$ cat src/rtl/i2c_bus_arbiter.sv
// Round-robin arbiter sharing one byte-level I2C master between two
// single-byte clients, with a post-write guard and a transaction timeout.
module i2c_bus_arbiter #(
   parameter int WAIT_MAX    = 250_000,
   parameter int TIMEOUT_MAX = 1_000_000
) (
   input  logic        sys_clk,
   input  logic        sys_rst_n,
   input  logic        req0,
   input  logic        req1,
   input  logic        wr0,
   input  logic        wr1,
   input  logic        addr_num0,
   input  logic        addr_num1,
   input  logic [15:0] byte_addr0,
   input  logic [15:0] byte_addr1,
   input  logic [7:0]  wdata0,
   input  logic [7:0]  wdata1,
   output logic        gnt0,
   output logic        gnt1,
   output logic        done0,
   output logic        done1,
   output logic        err0,
   output logic        err1,
   output logic [7:0]  rdata,
   output logic        i2c_start,
   output logic        wr_en,
   output logic        rd_en,
   output logic        addr_num,
   output logic [15:0] byte_addr,
   output logic [7:0]  wr_data,
   input  logic        i2c_end,
   input  logic [7:0]  rd_data
);

   localparam int TW = (TIMEOUT_MAX > 1) ? $clog2(TIMEOUT_MAX) : 1;
   localparam int WW = (WAIT_MAX > 1) ? $clog2(WAIT_MAX) : 1;
   localparam logic [TW-1:0] T_LAST = TW'(TIMEOUT_MAX - 1);
   localparam logic [WW-1:0] W_LAST = WW'(WAIT_MAX - 1);

   typedef enum logic [1:0] {
      IDLE    = 2'd0,
      BUSY    = 2'd1,
      WR_WAIT = 2'd2
   } state_t;

   state_t        state, state_n;
   logic [TW-1:0] tcnt, tcnt_n;
   logic [WW-1:0] wcnt, wcnt_n;
   // last_owner doubles as the current owner while a transaction runs
   logic          last_owner, last_owner_n;

   logic          gnt0_n, gnt1_n, done0_n, done1_n, err0_n, err1_n;
   logic          start_n, wr_en_n, rd_en_n, addr_num_n;
   logic [15:0]   byte_addr_n;
   logic [7:0]    wr_data_n, rdata_n;

   logic          win_any, win;
   logic          win_wr, win_an;
   logic [15:0]   win_addr;
   logic [7:0]    win_data;

   always_comb begin
      win_any = req0 | req1;
      if (req0 && req1) begin
         win = ~last_owner;
      end else begin
         win = req1;
      end
      win_wr   = win ? wr1 : wr0;
      win_an   = win ? addr_num1 : addr_num0;
      win_addr = win ? byte_addr1 : byte_addr0;
      win_data = win ? wdata1 : wdata0;
   end

   always_comb begin
      state_n      = state;
      tcnt_n       = tcnt;
      wcnt_n       = wcnt;
      last_owner_n = last_owner;
      gnt0_n       = 1'b0;
      gnt1_n       = 1'b0;
      done0_n      = 1'b0;
      done1_n      = 1'b0;
      err0_n       = 1'b0;
      err1_n       = 1'b0;
      start_n      = 1'b0;
      wr_en_n      = wr_en;
      rd_en_n      = rd_en;
      addr_num_n   = addr_num;
      byte_addr_n  = byte_addr;
      wr_data_n    = wr_data;
      rdata_n      = rdata;
      unique case (state)
         IDLE: begin
            if (win_any) begin
               gnt0_n       = ~win;
               gnt1_n       = win;
               start_n      = 1'b1;
               wr_en_n      = win_wr;
               rd_en_n      = ~win_wr;
               addr_num_n   = win_an;
               byte_addr_n  = win_addr;
               wr_data_n    = win_data;
               last_owner_n = win;
               tcnt_n       = '0;
               state_n      = BUSY;
            end
         end
         BUSY: begin
            // completion outranks a timeout landing on the same edge
            if (i2c_end) begin
               done0_n = ~last_owner;
               done1_n = last_owner;
               if (rd_en) begin
                  rdata_n = rd_data;
               end
               wr_en_n = 1'b0;
               rd_en_n = 1'b0;
               tcnt_n  = '0;
               state_n = wr_en ? WR_WAIT : IDLE;
            end else if (tcnt == T_LAST) begin
               err0_n  = ~last_owner;
               err1_n  = last_owner;
               wr_en_n = 1'b0;
               rd_en_n = 1'b0;
               tcnt_n  = '0;
               state_n = WR_WAIT;
            end else begin
               tcnt_n = tcnt + 1'b1;
            end
         end
         WR_WAIT: begin
            if (wcnt == W_LAST) begin
               wcnt_n  = '0;
               state_n = IDLE;
            end else begin
               wcnt_n = wcnt + 1'b1;
            end
         end
         default: begin
            state_n = IDLE;
         end
      endcase
   end

   always_ff @(posedge sys_clk or negedge sys_rst_n) begin
      if (!sys_rst_n) begin
         state      <= IDLE;
         tcnt       <= '0;
         wcnt       <= '0;
         last_owner <= 1'b1;
         gnt0       <= 1'b0;
         gnt1       <= 1'b0;
         done0      <= 1'b0;
         done1      <= 1'b0;
         err0       <= 1'b0;
         err1       <= 1'b0;
         i2c_start  <= 1'b0;
         wr_en      <= 1'b0;
         rd_en      <= 1'b0;
         addr_num   <= 1'b0;
         byte_addr  <= '0;
         wr_data    <= '0;
         rdata      <= '0;
      end else begin
         state      <= state_n;
         tcnt       <= tcnt_n;
         wcnt       <= wcnt_n;
         last_owner <= last_owner_n;
         gnt0       <= gnt0_n;
         gnt1       <= gnt1_n;
         done0      <= done0_n;
         done1      <= done1_n;
         err0       <= err0_n;
         err1       <= err1_n;
         i2c_start  <= start_n;
         wr_en      <= wr_en_n;
         rd_en      <= rd_en_n;
         addr_num   <= addr_num_n;
         byte_addr  <= byte_addr_n;
         wr_data    <= wr_data_n;
         rdata      <= rdata_n;
      end
   end

endmodule

$ cat config.mk
export PLATFORM = sky130hd
export DESIGN_NAME = i2c_bus_arbiter
export DESIGN_NICKNAME = d
export VERILOG_FILES = /design/src/rtl/i2c_bus_arbiter.sv
export SDC_FILE = /design/constraint.sdc
export NUM_CORES = 1
export LEC_CHECK = 0
export BUFFER_PORTS_ARGS = -buffer_cell sky130_fd_sc_hd__buf_2
export CAP_MARGIN = 25
export CORE_MARGIN = 4
export CORE_UTILIZATION = 45
export DETAILED_ROUTE_END_ITERATION = 16
export PLACE_DENSITY_LB_ADDON = 0.15
export SKIP_CTS_REPAIR_TIMING = 1
export SLEW_MARGIN = 20
export SYNTH_ARGS = -nofsm -noshare
export SYNTH_HDL_FRONTEND = slang
export SYNTH_SLANG_ARGS = --single-unit
$ cat constraint.sdc
create_clock -name sys_clk -period 6.2 [get_ports sys_clk]
set_clock_uncertainty 0.2 [all_clocks]
set_input_delay 0.93 -clock sys_clk [delete_from_list [all_inputs] [get_ports sys_clk]]
set_output_delay 0.93 -clock sys_clk [all_outputs]
set_load 0.01 [all_outputs]
After elaboration in Yosys (flattened, before gate mapping)
Cells that the tools add are included.
{"block": "totals", "ff_bits": 83, "input_bits": 65, "output_inout_bits": 42, "wordCells": 76}
{"block": "classes", "n_addsub": 2, "eq_ne": 7, "muxes": 38, "bitwise_logic": 4, "reduce_logical": 8}
{"op": "2-to-1 mux 20 bit", "count": 3}
{"op": "one-hot mux 20 bit (2 select lines)", "count": 1}
{"op": "2-to-1 mux 1 bit", "count": 23}
{"op": "adder 20 x 1 -> 20 bit, second input constant", "count": 1}
{"op": "equality test 20 bit, second input constant", "count": 1}
{"op": "adder 18 x 1 -> 18 bit, second input constant", "count": 1}
{"op": "equality test 18 bit, second input constant", "count": 1}
{"op": "2-to-1 mux 18 bit", "count": 1}
{"op": "2-to-1 mux 16 bit", "count": 1}
{"op": "2-to-1 mux 2 bit", "count": 5}
{"op": "AND reduction 3 bit", "count": 3}
{"op": "2-to-1 mux 8 bit", "count": 1}
{"op": "one-hot mux 2 bit (3 select lines)", "count": 1}
{"op": "!= test 2 bit, second input constant", "count": 2}
{"op": "one-hot mux 1 bit (2 select lines)", "count": 2}
{"op": "AND reduction 2 bit", "count": 2}
{"op": "!= test 3 bit, second input constant", "count": 1}
{"op": "NOT 1 bit", "count": 3}
{"op": "equality test 2 x 1 -> 1 bit, second input constant", "count": 1}
{"op": "equality test 2 bit, second input constant", "count": 1}
{"op": "logical NOT 2 bit", "count": 1}
{"op": "nonzero test 2 bit", "count": 1}
{"op": "logical AND 1 bit", "count": 1}
{"op": "bitwise OR 1 bit", "count": 1}

Depth between registers and ports, before layout
{"block": "depth", "ltp_word": 6, "mapped_depth": 7, "ltp_nobuf": 6}

Worst setup path after synthesis
No wires, ideal clock.
{"block": "synth_timing", "kind": "in2reg", "from": "input req1", "to": "register tcnt[19]", "setup_ps": 130, "t_arrival_ps": 1958, "required_time_ps": 5870, "path_slack_ps": 3912, "cell_stages": 7, "path_buffers": 2, "path_cell_list": "nor3_1 > or2_1 > clkbuf_1 > buf_2 > nor4_1 > xnor2_1 > nor2_1"}
{"block": "synth_between", "elab_chain_len": 3}
{"element": "start, declared", "line_no": "10", "text": "input logic req1,"}
{"element": "bitwise OR 1 bit", "line_no": "64", "text": "win_any = req0 | req1;"}
{"element": "!= test 2 bit (no line)"}
{"element": "AND reduction 2 bit (no line)"}
{"element": "end signal, assigned", "line_no": "168", "text": "tcnt <= tcnt_n;"}
{"element": "end, declared", "line_no": "48", "text": "logic [TW-1:0] tcnt, tcnt_n;"}
Every way passes these cells.
A chain may end at the register's enable or synchronous reset.

Worst setup path after layout
{"block": "layout_timing", "from": "input req1", "to": "register byte_addr[10]"}
{"block": "layout_between", "elab_chain_len": 3, "elab_cells_between_ends": 5, "classes_between": "mux: 2; bitwise: 1; reduce/logical: 2"}
{"element": "logical AND 1 bit", "line_no": "65", "text": "if (req0 && req1) begin"}
{"element": "2-to-1 mux 1 bit", "line_no": "65"}
{"element": "2-to-1 mux 16 bit", "line_no": "72", "text": "win_addr = win ? byte_addr1 : byte_addr0;"}
{"element": "end signal, assigned", "line_no": "181", "text": "byte_addr <= byte_addr_n;"}
{"element": "end, declared", "line_no": "30", "text": "output logic [15:0] byte_addr,"}
Parallel ways exist; a longest one is shown, timed or not.

==> results.toml <==
[outcome]
outcome = "completed"

[timing]
period_share = 0.408
finalHoldViolCount = 0
rsz0062_at_grt = "false"
tightest_slew_ns = 0.925
setup_slack_ns = 3.67
relSlewSlack = 0.384
period_needed_ns = 2.53
setup_viol = 0
finalSetupTns_ns = 0
maxSlewViolCount = 0
fmax_mhz = 395

[detailed_routing]
detail-route-antenna-nets = 0
drtPass1Iterations = 5
first_iter_violations = 176
drt_wl_total_mm = 8.55
vias = 3081
vias_per_cell = 5.43
drc = 0
wl_per_cell_um = 15.1

[logic_synthesis]
synth-seq-area-share = 0.559
synth_edf_count = 0
yosys_warnings = 0
syn_area_per_cell_um2 = 10.6
synth_area_um2 = 3710
ys_types = 47
ys_seq_elements = 83
synth_nets = 419
synthArstFlopShare = 1.00
ys_dominant_reg_cell = "dfrtp_1"
synthCells = 352

[clock_network]
clk_latency_ns = 0.34
cts_max_level = 3
cts.clk_slew.worst_paths_ns = 0.08
cts_buffers = 9
cts_max_path_buffers = 2
cts-root-buf = "clkbuf_8"
cts_tree = "built"
cts_sinks = 83

[global_routing]
grt_pass1_wl_mm = 14.6
antenna_found_initial = 0
grt_max_degree = 45
grt_pass1_vias = 3072
grt_use_total = 0.181
overflow = 0

[die]
rows = 32
core_um2 = 7890
ios = 107
dieArea_um2 = 9770
start_util = 0.471
die_w_um = 98.9
dieHeight_um = 98.9

[layout]
layout-drive-gt1-share = 0.297
areaGrowthSynthToFinish_pct = 24.3
design_area_um2 = 4620
utilization = 0.586
n_antenna_cell = 0
layout.nets = 527

[worst_setup_path]
worst-r2r-cell-count = 7
worstSetupStartpointType = "input port"
path_class = "in -> reg"
cp_max_fo = 27
crit_arrival_ns = 2.61
end_kind = "flop"
crit_required_ns = 6.28

[pwr]
total_power_mw = 1.05
peakVddDrop_mv = 0.116
powerDensity_nw_per_um2 = 228
cellLeakagePower_nw = 2.50

[hold_path]
whs_path_depth = 1
hold_path.class = "reg -> reg"

[place]
placed_cell_area_um2 = 4370
place_congestion = 0.786
hpwl_mm = 6.26
port-buffer-count = 106
pre_cts_slack_ns = 3.31

[flow_run]
drv_cap = 0
[layout by cell type (no fill, tap or decap), types with 2 or more instances in the layout]
master,count
buf_2,106
dfrtp_1,82
inv_1,35
nor2_1,27
nand2_1,25
a222oi_1,25
xnor2_1,20
nand3_1,19
o21ai_0,14
clkbuf_8,10
nor4_1,9
nor3_1,8
mux2_2,8
and3_1,7
nand4_1,7
a31oi_1,5
or3_1,5
a21oi_1,5
nor4b_1,3
nor3b_1,3
bufinv_16,3
and2_1,2
and4_1,2
o31ai_1,2
a22o_1,2
xor2_1,2
ha_1,2
clkbuf_1,2
buf_4,2
[registers in the layout, summed over array words and instances (netlist names), 2 cells and up]
signal / flops
state: 2
wr_data: 8
wcnt: 18
tcnt: 20
rdata: 8
byte_addr: 16
[per-layer routing]
metal,up-vias,part of all wire,track usage
met2,94,0.48,0.298
met5,-,0,0
met1,1481,0.44,0.237
met3,12,0.061,0.0432
li1,1494,-,-
met4,0,0.018,0.0599
[where the power goes]
group | switching (mW) | internal (mW) | total, mW
sequential | 0.00403 | 0.544 | 0.548
clock | 0.186 | 0.279 | 0.465
combinational | 0.0198 | 0.0196 | 0.0395
total | 0.210 | 0.843 | 1.05
[Yosys cell counts, drive strengths merged (3+ instances only)]
cell type,n,area (um^2)
buf,4,25.0
dfrtp,82,2050
a21oi,5,25.0
nor3,9,50.1
nor4b,3,26.3
nor4,9,56.3
o21ai,16,80.1
and3,7,43.8
nand4,7,43.8
a31oi,5,31.3
or3,5,31.3
a222oi,25,250
xnor2,20,175
inv,35,131
nand3,19,95.1
mux2,8,90.1
clkbuf,9,33.8
nor3b,3,22.5
nand2,25,93.8
nor2,28,108
[final cells by class]
class	count	area, um^2
Fill cell	654	3270
Tap cell	102	128
Multi-Input combinational cell	221	1450
Clock inverter	4	97.6
Inverter	35	131
Timing Repair Buffer	110	588
Sequential cell	83	2080
Clock buffer	12	145
[final timing paths]
kind	start	end	slack [ns]
worst max register to register	tcnt[0]	tcnt[17]	3.67
worst min register to register	rdata[3]	rdata[3]	0.30
worst max-delay path	req1	byte_addr[10]	3.67
max in group asynchronous	sys_rst_n	last_owner	4.79
worst min-delay path	rdata[3]	rdata[3]	0.30
min in group asynchronous	sys_rst_n	tcnt[15]	0.36
[worst max-delay path: stages]
cell	delay [ns]
buf_2	0.11
a21boi_0	0.43
and2_1	0.82
a222oi_1	0.20
inv_1	0.11
[kinds of logic after synthesis]
kind of cell / synth area share
and+or+nand+nor: 0.175
DFF: 0.559
AOI/OAI and AO/OA: 0.129
buffers and inverters: 0.0512
xor gates and xnor gates: 0.0519
muxes: 0.0269
adders and majority gates: 0.00674
[metrics by stage]
stage	hold WS (ns)	instances
2_1_floorplan	0.266	352
3_5_place_dp	0.288	550
4_1_cts	0.308	566
3_3_place_gp	0.281	548
5_1_grt	0.326	567
6_report	0.305	567
No activity file was read; power rests on OpenSTA's default activity.
